==> config.mk <==
export PLATFORM = sky130hd
export DESIGN_NAME = uart_tx_arbiter_flat
export DESIGN_NICKNAME = d
export VERILOG_FILES = /design/src/rtl/uart_arb_pkg.sv /design/src/rtl/uart_tx_arbiter_if.sv /design/src/rtl/uart_rr_picker.sv /design/src/rtl/uart_tx_arbiter.sv /design/src/flat_wrapper.sv
export SDC_FILE = /design/constraint.sdc
export NUM_CORES = 1
export LEC_CHECK = 0
export ABC_CLOCK_PERIOD_IN_PS = 1900
export BUFFER_PORTS_ARGS = -buffer_cell sky130_fd_sc_hd__buf_2
export CORE_UTILIZATION = 42
export DETAILED_ROUTE_END_ITERATION = 12
export GPL_ROUTABILITY_DRIVEN = 0
export PLACE_DENSITY = 0.78
export SYNTH_ARGS = -nofsm -noshare
export SYNTH_HDL_FRONTEND = slang
export SYNTH_HIERARCHICAL = 1
export SYNTH_SLANG_ARGS = --single-unit
export TNS_END_PERCENT = 30
==> constraint.sdc <==
create_clock -name clk -period 1.9 [get_ports clk]
set_input_delay 0.19 -clock clk [delete_from_list [all_inputs] [get_ports clk]]
set_output_delay 0.19 -clock clk [all_outputs]
set_load 0.05 [all_outputs]
==> src/rtl/uart_arb_pkg.sv <==
// Shared types and helpers for the round-robin UART TX arbiter.
// State encodings, byte width and index-width function.
package uart_arb_pkg;

    localparam int BYTE_W = 8;

    typedef enum logic [1:0] {
        ST_IDLE = 2'd0,
        ST_SEND = 2'd1,
        ST_GAP  = 2'd2
    } state_e;

    function automatic int clog2(input int n);
        int r;
        r = 0;
        for (int i = 0; i < 32; i++) begin
            if ((1 << r) < n) r++;
        end
        return r;
    endfunction

endpackage

==> src/rtl/uart_tx_arbiter_if.sv <==
// Requester-side and transmitter-side handshake bundle of the arbiter.
// master = arbiter view, slave = environment view.
interface uart_tx_arbiter_if
    import uart_arb_pkg::*;
#(
    parameter int N_REQ = 4,
    parameter int CNT_W = 16
);
    localparam int IDX_W = clog2(N_REQ);

    logic [N_REQ-1:0]        req_valid;
    logic [BYTE_W*N_REQ-1:0] req_data;
    logic [N_REQ-1:0]        req_last;
    logic [N_REQ-1:0]        req_ready;
    logic                    tx_valid;
    logic [BYTE_W-1:0]       tx_data;
    logic                    tx_ready;
    logic [IDX_W-1:0]        grant_id;
    logic                    busy;
    logic [CNT_W-1:0]        byte_count;

    modport master (
        input  req_valid, req_data, req_last, tx_ready,
        output req_ready, tx_valid, tx_data, grant_id, busy, byte_count
    );

    modport slave (
        output req_valid, req_data, req_last, tx_ready,
        input  req_ready, tx_valid, tx_data, grant_id, busy, byte_count
    );

endinterface

==> src/rtl/uart_rr_picker.sv <==
// Combinational round-robin picker: first set bit of req after ptr,
// wrapping modulo N.
module uart_rr_picker
    import uart_arb_pkg::*;
#(
    parameter int N  = 4,
    parameter int IW = clog2(N)
) (
    input  logic [N-1:0]  req,
    input  logic [IW-1:0] ptr,
    output logic [N-1:0]  gnt,
    output logic [IW-1:0] idx,
    output logic          any
);

    always_comb begin
        idx = '0;
        any = 1'b0;
        for (int i = 1; i <= N; i++) begin
            if (!any && req[IW'((int'(ptr) + i) % N)]) begin
                any = 1'b1;
                idx = IW'((int'(ptr) + i) % N);
            end
        end
        gnt = any ? (N'(1) << idx) : '0;
    end

endmodule

==> src/rtl/uart_tx_arbiter.sv <==
// Round-robin arbiter sharing one UART byte transmitter among N_REQ sources.
// Define UART_ARB_PKT_LOCK_EN to hold the grant until a req_last byte.
module uart_tx_arbiter
    import uart_arb_pkg::*;
#(
    parameter int N_REQ      = 4,
    parameter int GAP_CYCLES = 0,
    parameter int CNT_W      = 16
) (
    input logic              clk,
    input logic              rst,
    uart_tx_arbiter_if.master bus
);

    localparam int IDX_W = clog2(N_REQ);

    state_e             state_q, state_d;
    logic               tx_valid_q, tx_valid_d;
    logic [BYTE_W-1:0]  tx_data_q, tx_data_d;
    logic [IDX_W-1:0]   grant_q, grant_d;
    logic [IDX_W-1:0]   ptr_q, ptr_d;
    logic [CNT_W-1:0]   cnt_q, cnt_d;
    logic [15:0]        gap_q, gap_d;

    logic [N_REQ-1:0]   mask;
    logic [N_REQ-1:0]   pick_gnt;
    logic [IDX_W-1:0]   pick_idx;
    logic               pick_any;
    logic [BYTE_W-1:0]  req_byte [N_REQ];

`ifdef UART_ARB_PKT_LOCK_EN
    logic               lock_q, lock_d;

    // A locked packet narrows arbitration to its owner only.
    assign mask = lock_q ? (bus.req_valid & (N_REQ'(1) << grant_q))
                         : bus.req_valid;
`else
    assign mask = bus.req_valid;
`endif

    uart_rr_picker #(
        .N  (N_REQ),
        .IW (IDX_W)
    ) u_picker (
        .req (mask),
        .ptr (ptr_q),
        .gnt (pick_gnt),
        .idx (pick_idx),
        .any (pick_any)
    );

    always_comb begin
        for (int i = 0; i < N_REQ; i++) begin
            req_byte[i] = bus.req_data[i*BYTE_W +: BYTE_W];
        end
    end

    assign bus.req_ready  = (state_q == ST_IDLE && !rst) ? pick_gnt : '0;
    assign bus.tx_valid   = tx_valid_q;
    assign bus.tx_data    = tx_data_q;
    assign bus.grant_id   = grant_q;
    assign bus.busy       = (state_q != ST_IDLE);
    assign bus.byte_count = cnt_q;

    always_comb begin
        state_d    = state_q;
        tx_valid_d = tx_valid_q;
        tx_data_d  = tx_data_q;
        grant_d    = grant_q;
        ptr_d      = ptr_q;
        cnt_d      = cnt_q;
        gap_d      = gap_q;
`ifdef UART_ARB_PKT_LOCK_EN
        lock_d     = lock_q;
`endif
        unique case (state_q)
            ST_IDLE: begin
                if (pick_any) begin
                    state_d    = ST_SEND;
                    tx_valid_d = 1'b1;
                    tx_data_d  = req_byte[pick_idx];
                    grant_d    = pick_idx;
                    ptr_d      = pick_idx;
`ifdef UART_ARB_PKT_LOCK_EN
                    lock_d     = ~bus.req_last[pick_idx];
`endif
                end
            end
            ST_SEND: begin
                if (bus.tx_ready) begin
                    cnt_d      = cnt_q + 1'b1;
                    tx_valid_d = 1'b0;
                    if (GAP_CYCLES > 0) begin
                        state_d = ST_GAP;
                        gap_d   = 16'(GAP_CYCLES - 1);
                    end else begin
                        state_d = ST_IDLE;
                    end
                end
            end
            ST_GAP: begin
                if (gap_q == 16'd0) state_d = ST_IDLE;
                else                gap_d   = gap_q - 16'd1;
            end
            default: state_d = ST_IDLE;
        endcase
    end

    always_ff @(posedge clk) begin
        if (rst) begin
            state_q    <= ST_IDLE;
            tx_valid_q <= 1'b0;
            tx_data_q  <= '0;
            grant_q    <= '0;
            ptr_q      <= IDX_W'(N_REQ - 1);
            cnt_q      <= '0;
            gap_q      <= '0;
`ifdef UART_ARB_PKT_LOCK_EN
            lock_q     <= 1'b0;
`endif
        end else begin
            state_q    <= state_d;
            tx_valid_q <= tx_valid_d;
            tx_data_q  <= tx_data_d;
            grant_q    <= grant_d;
            ptr_q      <= ptr_d;
            cnt_q      <= cnt_d;
            gap_q      <= gap_d;
`ifdef UART_ARB_PKT_LOCK_EN
            lock_q     <= lock_d;
`endif
        end
    end

endmodule

==> src/flat_wrapper.sv <==
// flat-port wrapper written by rule: the top's interface ports become plain ports
module uart_tx_arbiter_flat import uart_arb_pkg::*;
#(
    parameter int N_REQ      = 4,
    parameter int GAP_CYCLES = 0,
    parameter int CNT_W      = 16
)
  (clk, rst, bus_req_valid, bus_req_data, bus_req_last, bus_tx_ready, bus_req_ready, bus_tx_valid, bus_tx_data, bus_grant_id, bus_busy, bus_byte_count);
  uart_tx_arbiter_if #(.N_REQ(N_REQ), .CNT_W(CNT_W)) bus_i ();
  input logic clk;
  input logic rst;
  input wire logic [$bits(bus_i.req_valid)-1:0] bus_req_valid;
  input wire logic [$bits(bus_i.req_data)-1:0] bus_req_data;
  input wire logic [$bits(bus_i.req_last)-1:0] bus_req_last;
  input wire logic [$bits(bus_i.tx_ready)-1:0] bus_tx_ready;
  output wire logic [$bits(bus_i.req_ready)-1:0] bus_req_ready;
  output wire logic [$bits(bus_i.tx_valid)-1:0] bus_tx_valid;
  output wire logic [$bits(bus_i.tx_data)-1:0] bus_tx_data;
  output wire logic [$bits(bus_i.grant_id)-1:0] bus_grant_id;
  output wire logic [$bits(bus_i.busy)-1:0] bus_busy;
  output wire logic [$bits(bus_i.byte_count)-1:0] bus_byte_count;
  assign bus_i.req_valid = bus_req_valid;
  assign bus_i.req_data = bus_req_data;
  assign bus_i.req_last = bus_req_last;
  assign bus_i.tx_ready = bus_tx_ready;
  assign bus_req_ready = bus_i.req_ready;
  assign bus_tx_valid = bus_i.tx_valid;
  assign bus_tx_data = bus_i.tx_data;
  assign bus_grant_id = bus_i.grant_id;
  assign bus_busy = bus_i.busy;
  assign bus_byte_count = bus_i.byte_count;
  uart_tx_arbiter #(.N_REQ(N_REQ), .GAP_CYCLES(GAP_CYCLES), .CNT_W(CNT_W)) u_core (.clk(clk), .rst(rst), .bus(bus_i));
endmodule
==> results.txt <==
The post-synthesis share of cell area spent on and, or, nand and nor gates came out at 28.0%. STA classifies the critical path startpoint as a flop. Leaving out fill and tap cells, the most frequent cells in the layout are 68 x sky130_fd_sc_hd__buf_2, 29 x sky130_fd_sc_hd__dfxtp_1, 28 x sky130_fd_sc_hd__nand2_1.

Global routing used 21.7% of the available met1 tracks. The finished layout holds 307 standard cells, fillers aside. The startpoint of the most critical setup path is u_core/ptr_q[1]. The met3 track demand over resource in global routing is 5.18%.

The final clock skew is 0.00205 ns. The smallest clock period supported by the final layout is computed as between 1.5 and 2 ns. In the global route stage, met2 resource usage came out at 34.2%. The die outline area is 4100 sq um. The post-detailed-route count of antenna-violating nets came out at 0. The TritonCTS clock tree is done. The commonest non-fill, non-tap cell in the layout is sky130_fd_sc_hd__buf_2. The cell sitting at the root of the clock tree is a sky130_fd_sc_hd__clkbuf_8. The maximum number of buffers from clock root to sink is 2.

The number of global-route vias before repair is 1425. Summed over all layers, the routed wires come to 3.80 mm. The xor and xnor fraction of the mapped netlist area came out at 5.96%. Based on the critical path, the design can be clocked at up to between 500 and 600 MHz. The portion of the post-synthesis area used by sequential elements is 35.9%. Among all flip-flop cells after synthesis, the most frequent one is sky130_fd_sc_hd__dfxtp_1.

The synthesized area per cell is ~8.7 sq um. The layer with the highest usage is met2. STA puts the critical path data arrival time at roughly 1.6 ns. The total placed cells including tap cells came out at 299. The number of DRC violations after detailed routing is 0. The global routing usage summed across all routing layers came out at 19.5%. The H-tree depth reported by CTS is 2.

The compound-gate portion of the synthesized area is 12.2%. The number of placed I/O pins came out at 75. The half-perimeter wire length after detailed placement is 2.79 mm. The run finished with clean final reports.

The final worst-path cycle share is between 90% and 100%. The CTS buffer count came out at 5. At the pin with the least slew margin, the transition time is about 0.75 ns.

The standard cell core area is 3690 sq um. The hold path startpoint is bus_tx_ready. The synthesized-area fraction occupied by adder cells is 0.774%. The share of async-settable or async-resettable flops after synthesis is 0%. The final route contains between 1500 and 2000 vias. The netlist area before placement is approximately 1600 sq um. The row count came out at 22.

Dividing total power by cell area gives a power density of 750 nW/um^2. Entering global routing, the biggest net connects 19 pins. By startpoint and endpoint, the worst setup path is classified as flop to output port. The number of antenna violations at the first check in global routing is 0. The maximum fanout along the worst path came out at 7. In this run the static leakage power is between 0.9 and 1 nW. The path class of the tightest hold or removal check is input port to flop. The share of final-layout standard cells stronger than drive strength 1 is roughly two fifths.

Headroom to the max-slew limit came out at 49.8%. The hold violation count in the final report is 0. The antenna diode count came out at 0.

The launching point of the worst reg2reg path is u_core/ptr_q[0]. The tool flagged a number of max-cap violations equal to 0. The average via count per standard cell is 5.22.

For this configuration, the core starts out at a cell density of 43.8%. The number of distinct standard cells referenced by the synthesized netlist came out at 40. The area added between synthesis and finish came out at 30.3%. The count of TritonRoute iterations in the first routing pass is 4. The number of synthesized flops with an enable pin came out at 0. The worst setup path is captured at an output port. The setup violation total in the final timing report is 0.

The post-CTS clock slew at the launch and capture registers of the worst setup and hold paths is 0.06 ns. The routed length per placed instance is 12.4 um. The die is 64.0 um tall.

The global-route congestion overflow total is 0. The count of buffers from port buffering came out at 70. The design draws 0.00158 W.

For the worst-skew pair, the clock arrives at the later sink with an insertion delay of roughly 0.28 ns. The maximum VDD drop came out at between 0.3 and 0.4 mV. By area, the combinational part of the netlist is dominated by simple AND/OR/NAND/NOR gates. The count of state elements after synthesis came out at 29.

The total nets after synthesis came out at 230. The die outline width is 64.0 um. The layout net count came out at 302. The clock drives 29 sinks. The final number of max-transition violations came out at 0. After synthesis, the share of cell area in mux cells is 12.5%.

STA puts the critical path data required time at 1.71 ns. The number of standard cells after synthesis is between 150 and 200. In this run, the number of DRC markers left after iteration 0 of detailed routing was 80. The global-route wire length before repair is 6.06 mm. The yosys synthesis warning count came out at 6.
final timing paths:
kind,end,slack (ns),cells after the start
max reg2reg,u_core/bus.tx_data[1],0.11,7
max,bus_req_ready[2],0.07,5
min reg2reg,u_core/bus.tx_data[2],0.45,2
min,u_core/bus.byte_count[1],0.23,3
routing by layer:
layer | vias up | routed length (um)
li1 | 792 | -
met1 | 737 | 1620
met2 | 68 | 1830
met3 | 5 | 299
met4 | 0 | 45
met5 | - | 0
where the power goes:
| part | switching (W) | leakage (nW) | internal, W | total, W |
|---|---|---|---|---|
| clock network | 0.000226 | 0.0395 | 0.000259 | 0.000486 |
| logic | 0.000259 | 0.691 | 0.000171 | 0.000430 |
| registers | 0.0000215 | 0.237 | 0.000641 | 0.000663 |
| total | 0.000507 | 0.967 | 0.00107 | 0.00158 |
synthesized netlist by cell type (3+ instances only):
library cell / count / share of area (%)
sky130_fd_sc_hd__xnor2_1: 4 / 2.2
sky130_fd_sc_hd__xor2_1: 7 / 3.8
sky130_fd_sc_hd__nand2b_1: 6 / 2.3
sky130_fd_sc_hd__mux4_2: 8 / 11
sky130_fd_sc_hd__dfxtp_1: 29 / 36
sky130_fd_sc_hd__nor2b_1: 4 / 1.5
sky130_fd_sc_hd__clkbuf_1: 5 / 1.2
sky130_fd_sc_hd__inv_1: 5 / 1.2
sky130_fd_sc_hd__nand4_1: 4 / 1.5
sky130_fd_sc_hd__nand3_1: 7 / 2.2
sky130_fd_sc_hd__nand2_1: 28 / 6.5
sky130_fd_sc_hd__buf_4: 3 / 1.4
sky130_fd_sc_hd__a21oi_1: 18 / 5.6
sky130_fd_sc_hd__and2_1: 6 / 2.3
sky130_fd_sc_hd__nor2_1: 23 / 5.3
flip-flops by register name, summed over array words and instances (netlist names):
register and count:
u_core/ptr_q 2, u_core/bus.byte_count 16, u_core/bus.grant_id 2, u_core/bus.tx_valid 1
u_core/bus.tx_data 8
cells by family (layout without fill, tap and decap cells):
| kind of cell | count (synthesis) | count (layout) |
|---|---|---|
| AOI/OAI and AO/OA | 30 | 30 |
| muxes | 10 | 10 |
| DFF | 29 | 29 |
| adders and majority gates | 1 | 1 |
| and+or+nand+nor | 89 | 89 |
| buffers and inverters | 16 | 89 |
| xor gates and xnor gates | 11 | 11 |
layout make-up:
class / instances / area (sq um)
timing repair buffer: 76 / 404
clock buffer: 8 / 80.1
fill: 365 / 1580
tap: 48 / 60.1
sequential: 29 / 581
inverter: 5 / 18.8
multi-input combinational: 141 / 962
worst max-delay path, cell delays in order, from the launching register on:
cell	delay, ns
sky130_fd_sc_hd__dfxtp_1	0.35
sky130_fd_sc_hd__buf_4	0.17
sky130_fd_sc_hd__nand2b_1	0.16
sky130_fd_sc_hd__a221oi_1	0.28
sky130_fd_sc_hd__and2_1	0.18
sky130_fd_sc_hd__clkbuf_4	0.23
metrics by stage:
stage | worst slack, ns | util, % | setup TNS [ns] | area (sq um) | hold WS, ns
floorplan | 0.0431 | - | 0 | 1620 | 0.350
global placement | 0.110 | 54.7 | 0 | 2020 | 0.440
detailed placement | 0.0824 | 54.7 | 0 | 2020 | 0.446
CTS | 0.0728 | 56.9 | 0 | 2100 | 0.224
global route | -0.0184 | 57.1 | -0.0341 | 2110 | 0.247
finish | 0.0678 | 57.1 | 0 | 2110 | 0.228
what timing repair did:
action	CTS	global route
gates resized for setup	0	3
setup buffers	0	0
hold buffers	0	0
setup endpoints to repair	0	4
No activity file was read; power rests on OpenSTA's default activity.
